===== src/rtl/hilo_div_if.sv =====
// hilo_div_if: request/result bundle between the pipeline and the HI/LO divider.
// master = pipeline side, slave = divider side.
interface hilo_div_if;
  logic        signed_div_i;
  logic [31:0] opdata1_i;
  logic [31:0] opdata2_i;
  logic        start_i;
  logic        annul_i;
  logic        stall_o;
  logic        ready_o;
  logic        whilo_o;
  logic [31:0] hi_o;
  logic [31:0] lo_o;

  modport master (
    output signed_div_i, opdata1_i, opdata2_i, start_i, annul_i,
    input  stall_o, ready_o, whilo_o, hi_o, lo_o
  );

  modport slave (
    input  signed_div_i, opdata1_i, opdata2_i, start_i, annul_i,
    output stall_o, ready_o, whilo_o, hi_o, lo_o
  );
endinterface


===== src/rtl/hilo_div.sv =====
// hilo_div: restoring radix-2 divider, remainder -> HI, quotient -> LO; signed mode under DIV_SIGNED_EN.
// Fixed latency 33 cycles (2 on a zero divisor); holds the pipeline through stall_o, result is a one-cycle pulse.
module hilo_div (
  input  logic     clk,
  input  logic     rst,
  hilo_div_if.slave div
);
  typedef enum logic [1:0] {FREE, BYZERO, ON, END} state_t;

  state_t      state, state_nxt;
  logic [5:0]  cnt;
  logic [64:0] rq;   // [64:32] partial remainder, [31:0] dividend bits out / quotient bits in
  logic [31:0] dvs;
  logic [31:0] hi_q, lo_q;
  logic        accept, last;
  logic [31:0] mag_a, mag_b;
  logic [33:0] trial;
  logic        ge;
  logic [32:0] rem_nxt;
  logic [64:0] rq_step;
  logic [31:0] quo, rem;

  assign accept = (state == FREE) && div.start_i && !div.annul_i;
  assign last   = (cnt == 6'd31);

`ifdef DIV_SIGNED_EN
  logic sgn_a, sgn_b, neg_q, neg_r;
  assign sgn_a = div.signed_div_i & div.opdata1_i[31];
  assign sgn_b = div.signed_div_i & div.opdata2_i[31];
  assign mag_a = sgn_a ? -div.opdata1_i : div.opdata1_i;
  assign mag_b = sgn_b ? -div.opdata2_i : div.opdata2_i;

  always_ff @(posedge clk) begin
    if (rst) begin
      neg_q <= 1'b0;
      neg_r <= 1'b0;
    end else if (accept) begin
      neg_q <= sgn_a ^ sgn_b;
      neg_r <= sgn_a;
    end
  end
`else
  logic signed_unused;
  assign signed_unused = div.signed_div_i;
  assign mag_a = div.opdata1_i;
  assign mag_b = div.opdata2_i;
`endif

  // One restoring step: shift in the next dividend bit, subtract if it fits.
  assign trial   = {rq[64:32], rq[31]};
  assign ge      = trial >= {2'b00, dvs};
  assign rem_nxt = ge ? 33'(trial - {2'b00, dvs}) : trial[32:0];
  assign rq_step = {rem_nxt, rq[30:0], ge};

  always_comb begin
    quo = rq_step[31:0];
    rem = rq_step[63:32];
    if (state == BYZERO) begin
      quo = 32'hFFFF_FFFF;
      rem = rq[31:0];
    end
`ifdef DIV_SIGNED_EN
    // Negating the dividend magnitude also restores the original dividend on the zero-divisor path.
    if (neg_q && state == ON) quo = -quo;
    if (neg_r) rem = -rem;
`endif
  end

  always_ff @(posedge clk) begin
    if (rst) state <= FREE;
    else     state <= state_nxt;
  end

  always_comb begin
    state_nxt = state;
    case (state)
      FREE:   if (accept) state_nxt = (div.opdata2_i == 32'd0) ? BYZERO : ON;
      BYZERO: state_nxt = div.annul_i ? FREE : END;
      ON: begin
        if (div.annul_i) state_nxt = FREE;
        else if (last)   state_nxt = END;
      end
      END:    state_nxt = FREE;
    endcase
  end

  always_ff @(posedge clk) begin
    if (rst) begin
      cnt  <= 6'd0;
      rq   <= 65'd0;
      dvs  <= 32'd0;
      hi_q <= 32'd0;
      lo_q <= 32'd0;
    end else begin
      case (state)
        FREE: if (accept) begin
          cnt <= 6'd0;
          rq  <= {33'd0, mag_a};
          dvs <= mag_b;
        end
        ON: if (!div.annul_i) begin
          rq  <= rq_step;
          cnt <= cnt + 6'd1;
          if (last) begin
            hi_q <= rem;
            lo_q <= quo;
          end
        end
        BYZERO: if (!div.annul_i) begin
          hi_q <= rem;
          lo_q <= quo;
        end
        default: ;
      endcase
    end
  end

  assign div.stall_o = accept || (!rst && (state == BYZERO || state == ON));
  assign div.ready_o = (state == END);
  assign div.whilo_o = (state == END);
  assign div.hi_o    = hi_q;
  assign div.lo_o    = lo_q;
endmodule


===== src/flat_wrapper.sv =====
// flat-port wrapper written by rule: the top's interface ports become plain ports
module hilo_div_flat 
  (clk, rst, div_signed_div_i, div_opdata1_i, div_opdata2_i, div_start_i, div_annul_i, div_stall_o, div_ready_o, div_whilo_o, div_hi_o, div_lo_o);
  hilo_div_if div_i ();
  input  logic clk;
  input  logic rst;
  input wire logic [$bits(div_i.signed_div_i)-1:0] div_signed_div_i;
  input wire logic [$bits(div_i.opdata1_i)-1:0] div_opdata1_i;
  input wire logic [$bits(div_i.opdata2_i)-1:0] div_opdata2_i;
  input wire logic [$bits(div_i.start_i)-1:0] div_start_i;
  input wire logic [$bits(div_i.annul_i)-1:0] div_annul_i;
  output wire logic [$bits(div_i.stall_o)-1:0] div_stall_o;
  output wire logic [$bits(div_i.ready_o)-1:0] div_ready_o;
  output wire logic [$bits(div_i.whilo_o)-1:0] div_whilo_o;
  output wire logic [$bits(div_i.hi_o)-1:0] div_hi_o;
  output wire logic [$bits(div_i.lo_o)-1:0] div_lo_o;
  assign div_i.signed_div_i = div_signed_div_i;
  assign div_i.opdata1_i = div_opdata1_i;
  assign div_i.opdata2_i = div_opdata2_i;
  assign div_i.start_i = div_start_i;
  assign div_i.annul_i = div_annul_i;
  assign div_stall_o = div_i.stall_o;
  assign div_ready_o = div_i.ready_o;
  assign div_whilo_o = div_i.whilo_o;
  assign div_hi_o = div_i.hi_o;
  assign div_lo_o = div_i.lo_o;
  hilo_div u_core (.clk(clk), .rst(rst), .div(div_i));
endmodule

===== config.mk =====
export PLATFORM = sky130hd
export DESIGN_NAME = hilo_div_flat
export DESIGN_NICKNAME = d
export VERILOG_FILES = /design/src/rtl/hilo_div_if.sv /design/src/rtl/hilo_div.sv /design/src/flat_wrapper.sv
export SDC_FILE = /design/constraint.sdc
export NUM_CORES = 1
export LEC_CHECK = 0
export ABC_AREA = 1
export CORE_MARGIN = 5
export CORE_UTILIZATION = 28
export CTS_BUF_LIST = sky130_fd_sc_hd__clkbuf_8
export CTS_CLUSTER_DIAMETER = 120
export CTS_CLUSTER_SIZE = 20
export DETAILED_ROUTE_END_ITERATION = 10
export GPL_TIMING_DRIVEN = 0
export PLACE_DENSITY_LB_ADDON = 0.2
export SYNTH_ARGS = -nofsm -noshare
export SYNTH_HDL_FRONTEND = slang
export SYNTH_SLANG_ARGS = --single-unit

===== constraint.sdc =====
create_clock -name clk -period 2.5 [get_ports clk]
set_input_delay 0.5 -clock clk [delete_from_list [all_inputs] [get_ports clk]]
set_output_delay 0.5 -clock clk [all_outputs]
set_load 0.05 [all_outputs]

### After elaboration in Yosys (flattened, before gate mapping)

Index checks and enable logic that the tools add are counted.
Widths: inputs -> output; s select.

* memory bits (writable): 0
* logic and storage cells: 56
* output and inout bits: 67
* memories: 0
* bits in registers: 169
* memory bits (read-only): 0
* input bits: 69
* latch bits: 0

* bitwise gates (word level): 0
* equality and inequality tests: 9
* add/sub/neg operators: 2
* divide/modulo/power cells: 0
* $lt $le $gt $ge: 1
* reductions and logical operators: 15
* multiplexer cells: 23
* shifts and indexed selects: 0
* multipliers: 0

Operators with widths (count)
* $mux 32: 8
* $mux 65: 2
* $pmux 65 s2: 1
* $pmux 32 s2: 2
* $ge 34x32->1: 1
* $mux 33: 1
* $sub 33x32->33: 1
* $logic_not 32->1: 1
* $mux 6: 2
* $pmux 6 s2: 1
* $mux 2: 5
* $pmux 2 s4: 1
* $add 6x1->6 const B: 1
* $eq 6x5->1 const B: 1
* $eq 2x2->1 const B: 2
* $ne 2x1->1 const B: 2
* $ne 2x2->1 const B: 2
* $reduce_and 2->1: 2
* $reduce_and 4->1: 1
* $reduce_bool 2->1: 2
* $logic_and 1x1->1: 3
* $ne 3x2->1 const B: 1
* $reduce_and 3->1: 1
* $eq 2x1->1 const B: 1
* other kinds (3): 5

### Logic depth before layout (Yosys ltp)

Gate-level depths: netlist of run 1.

* depth after elaboration: 6
* gate-level depth with buffers: 17
* mapped depth without buffers: 16

### Worst setup path before layout of run 1

Ideal clock, no wire load.

* path type: reg-to-output
* start: register u_core.state[0]
* end: output div_stall_o
* arrival: 1.880 ns
* slack: 0.120 ns
* data required time: 2.000 ns
* cell stages (with the launch flop): 7
* path buffers: 2
* path through: dfxtp_1 > inv_1 > ha_1 > nand3_1 > clkbuf_1 > clkbuf_1 > o21ai_0

* cells in the longest elaborated chain, start to end: 4
* elaborated cells between the ends (all ways): 8
* classes of those cells: eq/ne: 2; reduce/logical: 6

Ends and longest elaborated chain
* start, declared: RTL line hilo_div.sv:10 `state_t state, state_nxt;`
* start signal, assigned: RTL line hilo_div.sv:71 `else state <= state_nxt;`
* $eq 2x1->1 (tied with other cells): RTL line hilo_div.sv:118 `assign div.stall_o = accept || (!rst && (state == BYZERO || state == ON));`
* $logic_or 1x1->1 / $logic_and 1x1->1 (equally long branches): RTL line hilo_div.sv:118, hilo_div.sv:23
* $logic_and 1x1->1 (on tied branches): RTL line hilo_div.sv:118, hilo_div.sv:23
* $logic_or 1x1->1 (*): RTL line hilo_div.sv:118
* end, declared: RTL line flat_wrapper.sv:12 `output wire logic [$bits(div_i.stall_o)-1:0] div_stall_o;`

Every way passes the cells marked *; elsewhere a longest branch is shown, timed or not.

### Worst setup path after layout of run 1

* start: input div_annul_i
* end: output div_stall_o

* cells in the longest elaborated chain, start to end: 3

Ends and longest elaborated chain
* start, declared: RTL line flat_wrapper.sv:11 `input wire logic [$bits(div_i.annul_i)-1:0] div_annul_i;`
* $logic_not 1->1: RTL line hilo_div.sv:23 `assign accept = (state == FREE) && div.start_i && !div.annul_i;`
* $logic_and 1x1->1: RTL line hilo_div.sv:23
* $logic_or 1x1->1: RTL line hilo_div.sv:118

Every way passes these cells.

==> flow_metrics.py, run 1 <==
metrics = {
    "status": {
        "outcome": "completed",
    },
    "critical_path": {
        "rr_startpoint": "u_core.dvs[11]",
        "cp_cell_sequence": "clkdlybuf4s50_1 -> inv_2 -> nand3_4 -> buf_8 -> clkbuf_8 -> o21ai_2 -> buf_6",
        "critPathKind": "primary input to output port",
        "cp-startpoint": "div_annul_i",
        "critical_path.max_fanout": 10,
        "cp_slowest_cell": "clkdlybuf4s50_1",
        "cpPeakStageDelay_ps": 580,
        "critPathArrivalTime_ps": 1900,
        "crit_path_start_kind": "primary input",
        "end_kind": "output port",
        "crit_required_ps": 2000,
    },
    "final_layout": {
        "insertedDiodeCount": 0,
        "drive_gt1_share_pct": 10.2,
        "fin_cells": 2130,
        "syn2layout_area_growth_pct": 28.9,
        "post-route-cell-area_um2": 12500,
        "fill_cells": 3737,
        "fin_nets": 1770,
    },
    "global_routing": {
        "antenna_found_initial": 0,
        "grt_use_total_pct": 18.1,
        "grt_overflow": 0,
        "grt_pass1_vias": 10000,
        "grt_max_degree": 17,
        "grt_pass1_wl_um": 55100,
    },
    "clocking": {
        "clk_latency_ps": 490,
        "cts-root-buf": "clkbuf_8",
        "cts_buffer_depth": 2,
        "ctsHtreeMaxLevel": 4,
        "numCtsBuffers": 17,
        "clock_sinks": 169,
        "clkTransAtPathRegs_ps": 100,
        "cts_tree": "built",
    },
    "timing": {
        "post-route-min-period_ps": 2400,
        "setup_ws_ps": 96.3,
        "clock_skew_ps": 18.4,
        "setup_viol": 0,
        "fmax_ghz": 0.416,
        "max-slew-margin-rel_pct": 48.2,
        "tightest_slew_ps": 778,
        "post-route-period-util_pct": 96.1,
        "slew_violations": 0,
        "hold_viol": 0,
    },
    "floorplan": {
        "num_rows": 68,
        "dieArea_um2": 38500,
        "dieWidth_um": 196,
        "initial_utilization_pct": 28.2,
        "die_h_um": 196,
        "core-area_um2": 34400,
        "io_pins": 136,
    },
    "placed_design": {
        "dpl.hpwl_um": 28600,
        "port_buffers": 134,
        "placedCellCount": 2096,
        "placed_area_um2": 11600,
        "routabilityCongestion": 0.855,
        "pre_cts_ws_ps": -1490,
    },
    "synth": {
        "synth-seq-area-share_pct": 34.9,
        "yosys_warnings": 0,
        "syn_inst": 1507,
        "yosys.area.top_type": "dfxtp_1",
        "avgSynthCellArea_um2": 6.44,
        "synthTopCellsByArea": "dfxtp_1 (35%), nand2_1 (19%), a21oi_1 (9.6%)",
        "yosysTopAreaCellShare_pct": 34.9,
        "synth_nets": 1615,
        "ys_seq_elements": 169,
        "synth_area_um2": 9700,
        "synth_cell_type_count": 40,
    },
    "route": {
        "drc": 0,
        "drt-total-wl_um": 35300,
        "vias": 10000,
        "drtIter0Drc": 641,
        "ant_nets": 0,
        "dr.pass1.iters": 5,
        "avgRoutedWirePerCell_um": 16.6,
        "viasPerCell": 4.70,
    },
    "min_path": {
        "hp-start": "u_core.dvs[11]",
        "hold_path_class": "register to register",
    },
    "power": {
        "power.total_mw": 11.7,
        "peakVddDrop_uv": 555,
        "p_leak_nw": 5.13,
        "power_density_nw_per_um2": 935,
    },
    "run": {
        "maxCapViolations": 0,
    },
}
## logic make-up after synthesis
group	after synthesis	synth area share, %
AO/OA/AOI/OAI	316	17.1
XOR/XNOR	15	1.35
adder cells (fa/ha/maj)	39	5.11
buffers and inverters	277	11.1
flip-flops	169	34.9
AND/OR/NAND/NOR	691	30.5
## cells in the final DEF (no fill, tap or decap), drive strengths merged, types with 2 or more instances in the layout
cell             n
nand4            7
nand3           89
o21ai           90
a21oi          187
inv            209
clkinv           5
nor3             9
ha              38
nor4             9
clkinvlp         3
bufinv           4
clkbuf          68
a31oi           33
nand2          504
and2             5
dlygate4sd2      2
o21bai           2
buf             23
dfxtp          169
clkdlybuf4s50  131
nor2            55
xor2            15
nand3b          10
## layer usage
layer / GRT usage (%) / up-vias / routed length [µm]
met5: 0 / - / 0
met4: 5.15 / 0 / 867
met3: 2.95 / 43 / 1320
met2: 30.7 / 213 / 16500
met1: 23.9 / 4598 / 16700
li1: - / 5147 / -
## metrics by stage
stage	TNS (ps)	util, %	hold WS, ps
floorplan	0	-	435
finish	0	36.4	468
detailed placement	-20370	33.8	456
CTS	0	35.3	471
global route	-38.0	36.4	483
global placement	-15840	33.8	456
## critical path: cells and delay by family
family | cells | cell delay, ps
AND/OR/NAND/NOR | 1 | 90
buffers and inverters | 5 | 1200
AO/OA/AOI/OAI | 1 | 90
## final timing paths
kind	end	slack [ps]	cells after the start
max	div_stall_o	100	7
min reg2reg	u_core.dvs[11]	470	2
min	u_core.dvs[11]	470	2
max reg2reg	u_core.div.hi_o[24]	120	15
## cells in the mapped netlist (all sizes together)
library cell / instances
nand2: 504
inv: 205
a21oi: 187
dfxtp: 169
o21ai: 90
nand3: 89
nor2: 55
clkbuf: 52
ha: 38
a31oi: 33
buf: 19
xor2: 15
nand3b: 10
nor3: 9
nor4: 9
nand4: 7
and2: 5
o21bai: 2
a21o: 1
a221oi: 1
a22oi: 1
and3: 1
clkinv: 1
fa: 1
nor3b: 1
o221ai: 1
or2: 1
## power breakdown
part	internal, mW	switching (mW)	leakage (nW)
combinational	1.86	4.17	3.53
sequential	3.13	0.259	1.38
clock	1.11	1.17	0.218
total	6.10	5.59	5.13
## sequential cells by signal (all words and copies together), names as in the netlist
register,count
u_core.rq,65
u_core.div.hi_o,32
u_core.div.lo_o,32
u_core.dvs,32
u_core.cnt,6
u_core.state,2
## cell type report
class | count | area [µm²] | share of cell area (%)
Buffer | 70 | 345 | 2.76
Sequential cell | 169 | 3400 | 27.2
Inverter | 206 | 776 | 6.20
Multi-Input combinational cell | 1061 | 5600 | 44.8
Tap cell | 455 | 569 | 4.55
Clock inverter | 15 | 215 | 1.72
Clock buffer | 17 | 234 | 1.87
Timing Repair Buffer | 137 | 1360 | 10.9
## repair_timing
action	4_1_cts	5_1_grt
gates resized for setup	27	92
setup endpoints to repair	65	67
hold buffers	0	0
pin swaps	2	5
buffers inserted	2	1
Note: power is estimated with default switching activity, not from simulation.
==> inputs of run 2 (changes only) <==
- CTS_CLUSTER_DIAMETER: 120 -> 100
==> results of run 2 <==
Final layout, timing and power as in run 1 (identical DEF).
==> inputs of run 3 (changes only) <==
- CORE_UTILIZATION: 28 -> 50
==> run 3 against run 2 <==
  * Sequential cell count is the same
  * Global-route usage grew 9.4 points
  * Critical path depth grew 8
  * Critical path type is now register to register
  * Highest routed layer unchanged
==> flow_metrics.py, run 3 (synthesis gave the netlist of run 1 again) <==
metrics = {
    "placed_design": {
        "placedCellCount": 1906,
        "dpl.hpwl_um": 24600,
        "routabilityCongestion": 0.936,
        "port_buffers": 134,
    },
    "clocking": {
        "cts_buffer_depth": 2,
        "ctsHtreeMaxLevel": 4,
        "clock_sinks": 169,
        "cts-root-buf": "clkbuf_8",
        "hold_buffers": 0,
        "clkTransAtPathRegs_ps": 110,
        "clk_latency_ps": 490,
        "numCtsBuffers": 17,
        "cts_tree": "built",
    },
    "critical_path": {
        "end_kind": "register",
        "critPathArrivalTime_ps": 2810,
        "crit_path_start_kind": "register",
        "rr_startpoint": "u_core.rq[31]",
        "critical_path.max_fanout": 10,
        "critPathKind": "register to register",
        "cp-startpoint": "u_core.rq[31]",
        "crit_required_ps": 2840,
    },
    "route": {
        "drtIter0Drc": 826,
        "drc": 0,
        "viasPerCell": 5.26,
        "vias": 10200,
        "avgRoutedWirePerCell_um": 16.0,
        "dr.pass1.iters": 5,
        "ant_nets": 0,
        "drt-total-wl_um": 31200,
    },
    "timing": {
        "hold_ws_ps": 468,
        "max-slew-margin-rel_pct": 42.1,
        "slew_violations": 0,
        "post-route-min-period_ps": 2460,
        "clock_skew_ps": 14.1,
        "post-route-period-util_pct": 98.5,
        "hold_viol": 0,
        "fmax_ghz": 0.406,
        "rsz0062_at_grt": "true",
        "tightest_slew_ps": 861,
        "setup_viol": 0,
    },
    "floorplan": {
        "die_h_um": 149,
        "initial_utilization_pct": 50.3,
        "num_rows": 51,
        "dieArea_um2": 22300,
        "core-area_um2": 19300,
        "dieWidth_um": 149,
        "io_pins": 136,
    },
    "global_routing": {
        "grt_pass1_wl_um": 48500,
        "grt_use_total_pct": 27.5,
        "grt_overflow": 0,
        "grt_pass1_vias": 9634,
        "antenna_found_initial": 0,
        "grt_max_degree": 20,
    },
    "final_layout": {
        "final_cell_mix": "nand2_1 (479), inv_1 (199), a21oi_1 (186), dfxtp_1 (166), clkdlybuf4s50_1 (131)",
        "largest_register_ffs": 65,
        "layout_commonest_cell": "nand2_1",
        "insertedDiodeCount": 0,
        "drive_gt1_share_pct": 8.93,
        "fill_cells": 1896,
        "regMostFlops": "u_core.rq",
        "fin_nets": 1775,
        "syn2layout_area_growth_pct": 24.7,
        "fin_cells": 1945,
    },
    "power": {
        "power_density_nw_per_um2": 937,
        "peakVddDrop_uv": 526,
        "p_leak_nw": 5.15,
    },
    "min_path": {
        "hp-start": "u_core.dvs[6]",
        "hold_path_class": "register to register",
    },
    "status": {
        "outcome": "completed",
    },
    "run": {
        "maxCapViolations": 0,
    },
}
==> run 3: changes by cell type in the layout (fill, tap and decap cells not counted), moves of 7 or more <==
cell / previous run / this run
ha_1: 11 / 29
dfxtp_2: 16 / 2
ha_2: 13 / 5
dfxtp_1: 153 / 166
nand2_2: 16 / 23
ha_4: 14 / 4
==> run 3: worst paths after layout <==
check | slack (ps) | to | depth (start not counted)
max | 40 | u_core.div.hi_o[31] | 15
min | 470 | u_core.dvs[6] | 2
max reg2reg | 40 | u_core.div.hi_o[31] | 15
min reg2reg | 470 | u_core.dvs[6] | 2
==> run 3: where the power goes <==
part	total (mW)	switching [mW]	internal, mW
Sequential	3.37	0.248	3.13
Clock	2.03	1.25	0.771
Combinational	5.93	4.09	1.84
==> run 3: through the flow <==
| stage | area [µm²] | setup TNS [ps] | worst slack [ps] | util, % | power [mW] |
|---|---|---|---|---|---|
| floorplan | 9700 | 0 | 120 | - | 7.24 |
| global placement | 11400 | -7880 | -1370 | 59.0 | 8.95 |
| detailed placement | 11400 | -11900 | -1380 | 59.0 | 9.00 |
| CTS | 11800 | 0 | 0.733 | 61.3 | 11.0 |
| global route | 12100 | -389 | -90.4 | 62.8 | 12.0 |
| finish | 12100 | 0 | 36.7 | 62.8 | 11.3 |
==> run 3: worst max-delay path, cell delays in order (launching register included) <==
cell     delay [ps]
dfxtp_4         380
inv_2            80
ha_2            170
inv_2            60
fa_2            440
nand3_1         130
nand3_2         110
nand2_2          90
nand2_2          70
nand2_4         120
nand2_8          90
buf_8           170
nand3_2          90
nand3_1         110
nand2_1         110
a21oi_1          80
==> run 3: layer usage <==
layer	track usage, %	routed length, µm	vias to the layer above
met5	0	0	-
met4	8.01	692	0
met3	5.26	1900	52
met2	45.1	14500	314
met1	37.1	14100	4703
li1	-	-	5160
==> run 3: timing repair <==
| item | 4_1_cts | 5_1_grt |
|---|---|---|
| resized for setup | 24 | 63 |
| endpoints found under the setup margin | 44 | 56 |
| buffers inserted | 0 | 7 |
| pin swaps | 0 | 5 |
==> run 3: cell type report <==
type	instances	area, µm²	area share (%)
sequential	169	3390	28.0
tap	265	332	2.74
clock inverter	15	168	1.39
buffer	71	355	2.94
clock buffer	17	234	1.93
multi-input combinational	1061	5450	45.0
timing repair buffer	141	1400	11.5
inverter	206	773	6.39
